## src/rtl/alu_seq_responder.sv

```systemverilog
// alu_seq_responder: multi-cycle sliced Y86 OPq execute unit with start/done handshake
module alu_seq_responder #(
  parameter int SLICE = 16
) (
  input  logic        clk,
  input  logic        rst,
  input  logic        start,
  input  logic [3:0]  ifun,
  input  logic [63:0] A,
  input  logic [63:0] B,
  output logic        busy,
  output logic        done,
  output logic [63:0] valE,
  output logic        zf,
  output logic        sf,
  output logic        of,
  output logic        err
);
  localparam int N = 64 / SLICE;
  localparam int CW = (N > 1) ? $clog2(N) : 1;
  typedef enum logic [1:0] {IDLE, RUN, DONE} state_t;
  state_t state_q, state_d;
  logic [CW-1:0] cnt_q, cnt_d;
  logic carry_q, carry_d;
  logic [3:0] fn_q, fn_d;
  logic [63:0] a_q, a_d, b_q, b_d, res_q, res_d, val_e_q, val_e_d;
  logic zf_q, zf_d, sf_q, sf_d, of_q, of_d, err_q, err_d;
  logic [SLICE-1:0] a_s, b_s, slice_r;
  logic [SLICE:0] sum;
  logic sub, cin, last, legal;
  assign busy = state_q == RUN;
  assign done = state_q == DONE;
  assign valE = val_e_q;
  assign zf = zf_q;
  assign sf = sf_q;
  assign of = of_q;
  assign err = err_q;
  // Slice datapath, FSM sequencing and result/flag capture on the last slice
  always_comb begin
    state_d = state_q;
    cnt_d = cnt_q;
    carry_d = carry_q;
    fn_d = fn_q;
    a_d = a_q;
    b_d = b_q;
    res_d = res_q;
    val_e_d = val_e_q;
    zf_d = zf_q;
    sf_d = sf_q;
    of_d = of_q;
    err_d = err_q;
    a_s = a_q[cnt_q*SLICE +: SLICE];
    b_s = b_q[cnt_q*SLICE +: SLICE];
    sub = fn_q == 4'd1;
    cin = (cnt_q == '0) ? sub : carry_q;
    sum = {1'b0, b_s} + {1'b0, sub ? ~a_s : a_s} + {{SLICE{1'b0}}, cin};
    slice_r = (fn_q == 4'd2) ? (a_s & b_s) : (fn_q == 4'd3) ? (a_s ^ b_s) : sum[SLICE-1:0];
    last = cnt_q == CW'(N - 1);
    legal = fn_q < 4'd4;
    if (state_q == RUN) begin
      res_d[cnt_q*SLICE +: SLICE] = slice_r;
      carry_d = sum[SLICE];
      cnt_d = cnt_q + 1'b1;
      if (last) begin
        state_d = DONE;
        val_e_d = legal ? res_d : 64'd0;
        err_d = !legal;
        if (legal) begin
          zf_d = res_d == 64'd0;
          sf_d = res_d[63];
          of_d = (fn_q == 4'd0) ? ((a_q[63] == b_q[63]) && (res_d[63] != a_q[63])) :
                 (fn_q == 4'd1) ? ((a_q[63] != b_q[63]) && (res_d[63] != b_q[63])) : 1'b0;
        end
      end
    end else begin
      state_d = start ? RUN : IDLE;
      if (start) begin
        a_d = A;
        b_d = B;
        fn_d = ifun;
        cnt_d = '0;
        carry_d = 1'b0;
        res_d = 64'd0;
      end
    end
  end
  // State and output registers; Y86 CC reset leaves zf set
  always_ff @(posedge clk) begin
    if (rst) begin
      state_q <= IDLE;
      cnt_q <= '0;
      carry_q <= 1'b0;
      fn_q <= 4'd0;
      a_q <= 64'd0;
      b_q <= 64'd0;
      res_q <= 64'd0;
      val_e_q <= 64'd0;
      zf_q <= 1'b1;
      sf_q <= 1'b0;
      of_q <= 1'b0;
      err_q <= 1'b0;
    end else begin
      state_q <= state_d;
      cnt_q <= cnt_d;
      carry_q <= carry_d;
      fn_q <= fn_d;
      a_q <= a_d;
      b_q <= b_d;
      res_q <= res_d;
      val_e_q <= val_e_d;
      zf_q <= zf_d;
      sf_q <= sf_d;
      of_q <= of_d;
      err_q <= err_d;
    end
  end
endmodule

```

## config.mk

```make
export PLATFORM = sky130hd
export DESIGN_NAME = alu_seq_responder
export DESIGN_NICKNAME = d
export VERILOG_FILES = /design/src/rtl/alu_seq_responder.sv
export SDC_FILE = /design/constraint.sdc
export NUM_CORES = 1
export LEC_CHECK = 0
export ABC_AREA = 0
export CAP_MARGIN = 15
export CORE_MARGIN = 4
export CORE_UTILIZATION = 58
export DETAILED_ROUTE_END_ITERATION = 8
export PLACE_DENSITY = 0.92
export SYNTH_ARGS = -nofsm -noshare
export SYNTH_HDL_FRONTEND = slang
export SYNTH_SLANG_ARGS = --single-unit
```

## constraint.sdc

```tcl
create_clock -name clk -period 10 [get_ports clk]
set_input_delay 3 -clock clk [delete_from_list [all_inputs] [get_ports clk]]
set_output_delay 3 -clock clk [all_outputs]
set_load 0.1 [all_outputs]
```

==> flow_summary_export.csv <==
group,metric,value,unit
synthesis,synth_top_area_share,0.4280,
placed_design,gp_congestion,0.9472,
timing,fmax,158.0,MHz
run_status,outcome,"finished, final reports clean",
synthesis,syn-num-nets,1689,
clocking,h-tree-depth,1,
clocking,cts_buffer_depth,3,
synthesis,synth_top_family_by_area,"compound AO/OA/AOI/OAI gates",
synthesis,yosysWarnings,0,
timing,layout_setup_ws,3.669,ns
synthesis,netlist_area,0.01258,mm2
clocking,cts_made_buffers,27,
power,finalPower,2577,uW
placed_design,dp_slack,3.225,ns
global_route,grt_util_met2,0.4995,
floorplan,ioPinCount,205,
setup_path,reg2reg_to,"zf$_SDFFE_PP1P_",
global_route,grt_use_total,0.2975,
global_route,grt_max_degree,114,
clocking,cts_resized,0,
timing,finalHoldViolations,0,
setup_path,worstPathRequired,10.45,ns
clocking,clk_latency,0.56,ns
synthesis,synthSimpleGateAreaFrac,0.1821,
placed_design,dp.cells,1890,
setup_path,start_kind,"input pin",
detailed_routing,routed_wl,37220,um
detailed_routing,vias,12020,
final_layout,layout-area-overhead-vs-synth,23.91,%
placed_design,place_hpwl,25630,um
setup_path,worstPathArrival,6.78,ns
timing,fin_skew,0.02063,ns
global_route,use_met1,0.3799,
detailed_routing,drtIter0Drc,1222,
timing,period_share,0.6331,
synthesis,syn_inst,1516,
synthesis,synth_edf_count,0,
setup_path,slowest_delay,0.85,ns
final_layout,num_antenna_cells,0,
setup_path,path_max_fanout,100,
timing,fin_crit,6.331,ns
timing,slew_violations,0,
final_layout,postLayoutCellArea,0.01559,mm2
placed_design,place_area,0.01467,mm2
final_layout,final_cell_mix,"nand2_1, dfxtp_1, a21oi_1, clkdlybuf4s50_1, nor2_1",
setup_path,cpMostUsedCell,"buf_4",
global_route,overflow,0,
synthesis,synthXorXnorAreaFrac,0.01671,
hold_path,hold_path_startpoint,"valE[25]$_SDFFE_PP0P_",
global_route,busiest_layer,"met2",
final_layout,finalNetCount,1817,
floorplan,rows,53,
global_route,grt_util_met3,0.04951,
global_route,grt_first_pass_wirelength,59080,um
synthesis,synth_adder_area_share,0.03899,
final_layout,final_cells,1939,
clocking,clkTransAtPathRegs,0.06,ns
detailed_routing,firstDrtPassIters,6,
timing,maxSlewHeadroom,0.1543,
synthesis,synth_top_cell_by_area,"dfxtp_1",
final_layout,drive_gt1_frac,0.06911,
setup_path,end_kind,"register",
detailed_routing,wl_per_cell,19.20,um
global_route,antenna_found_initial,0,
synthesis,synth_compound_area_frac,0.2095,
timing,fin_setup_tns,0,ns
timing,worst_slew_pin_slew,1.249,ns
job,cap_violations,0,
floorplan,core_region_area,0.02115,mm2
setup_path,reg2reg_setup_slack,4.23,ns
setup_path,crit_family,"buffers and inverters",
setup_path,timing.rr.start,"cnt_q[0]$_SDFFE_PP0P_",
clocking,holdBufCountCts,0,
final_layout,final_common_cell,"nand2_1",
clocking,cts_tree,"built",
detailed_routing,viasPerCell,6.200,
power,vdd_drop_max,0.1430,mV
floorplan,die_h,155.3,um
synthesis,ys_ff_latch,269,
setup_path,path_class,"in -> reg",
hold_path,hp-class,"reg -> reg",
floorplan,die-area,0.02411,mm2
power,power.leakage,0.005879,uW
synthesis,ys_async_sr_fraction,0,
clocking,clock_sinks,269,
clocking,cts_root_buffer,"clkbuf_16",
hold_path,hold_end,"valE[25]$_SDFFE_PP0P_",
final_layout,fillCellCount,1439,
synthesis,syn_avg_cell_area,8.299,um2
floorplan,die_width,155.3,um
detailed_routing,ant_nets,0,
timing,setup_violations,0,
placed_design,port_buffers,204,
timing,rsz0062_at_grt,"false",
detailed_routing,post-route-drc-count,0,
floorplan,start_util,0.5947,
synthesis,yosysUniqueCellTypes,67,
synthesis,yosysSeqAreaShare,0.4280,
clocking,cts_setup_buffers,0,
power,power_density,165.3,mW/mm2
setup_path,path_cells,"clkdlybuf4s50_1 -> buf_4 -> clkinv_1 -> nor2_4 -> buf_4 -> nand2_1 -> a21oi_1",
synthesis,synth_ff_type,"dfxtp_1",
global_route,grt_pass1_vias,11590,
setup_path,crit_buf_inv,4,
hold_path,min_path_cells,2,
synthesis,netlist_top_cells_area,"dfxtp_1, nand2_1, a21oi_1",
setup_path,ff2ff_path_depth,14,
synthesis,synthMuxAreaShare,0.07369,
setup_path,cp_slowest_cell,"nor2_4",
[logic make-up (layout without fill, tap and decap cells)]
group | after synthesis | after routing
multiplexers | 52 | 52
XOR/XNOR | 24 | 24
AO/OA/AOI/OAI | 422 | 422
adder cells (fa/ha/maj) | 38 | 38
flip-flops | 269 | 269
AND/OR/NAND/NOR | 543 | 543
buffers and inverters | 168 | 316
[worst reg2reg max path, delay by kind of cell (launching register included)]
kind / cells / cell delay (ns)
AO/OA/AOI/OAI: 5 / 1.46
XOR/XNOR: 1 / 0.18
adder cells (fa/ha/maj): 2 / 0.89
buffers and inverters: 1 / 0.55
flip-flops: 1 / 0.73
multiplexers: 1 / 0.64
AND/OR/NAND/NOR: 4 / 1.25
[routing by layer]
metal  share of wire  vias up  wire [um]
met5               0        -          0
met2            0.48      668      17700
met4           0.046        0       1708
met3           0.096      128       3571
li1                -     5612          -
met1            0.38     5614      14240
[flip-flops by register name, indices dropped and copies added (netlist names)]
signal and count:
a_q 64, b_q 64, carry_q 1, cnt_q 2
err 1, fn_q 4, of 1, res_q 64
sf 1, state_q 2, valE 64, zf 1
[where the power goes]
group	switching (uW)	internal, uW
Sequential	21.4	1110
Combinational	250	161
Clock	440	598
Total	712	1870
[area by class of cell]
type | instances | area (um2) | area share
flip-flops and latches | 269 | 5388 | 0.3456
repair buffers | 219 | 2156 | 0.1383
clock inverters | 12 | 142.6 | 0.009150
multi-input cells | 1079 | 6605 | 0.4237
inverters | 48 | 180.2 | 0.01156
clock buffers | 37 | 773.2 | 0.04960
well taps | 275 | 344.1 | 0.02207
[how the worst max path moves through the flow]
stage,startpoint,endpoint,slack [ns],cells past startpoint
2_1_floorplan,fn_q[0]$_SDFFE_PP0P_,zf$_SDFFE_PP1P_,4.88,17
5_1_grt,start,b_q[14]$_SDFFE_PP0P_,3.42,7
6_report,start,b_q[1]$_SDFFE_PP0P_,3.67,7
3_3_place_gp,start,b_q[40]$_SDFFE_PP0P_,3.33,7
4_1_cts,start,a_q[45]$_SDFFE_PP0P_,3.75,7
3_5_place_dp,start,b_q[14]$_SDFFE_PP0P_,3.22,7
[per-stage QoR]
stage | hold WS, ns | utilization
final | 0.4494 | 0.7369
after global routing | 0.4714 | 0.7369
after CTS | 0.4520 | 0.7369
after detailed placement | 0.4451 | 0.6936
after global placement | 0.4322 | 0.6936
after floorplan | 0.4331 | -
[cells in the mapped netlist, drive strengths merged (18+ instances only)]
cell and number:
nand2 315, dfxtp 269, a21oi 204, clkbuf 112
nor2 111, a22o 49, inv 47, nor3 45
ha 36, o21ai 35, o22ai 35, mux4 32
xor2 19, a22oi 18
No activity file was read; power rests on OpenSTA's default activity.
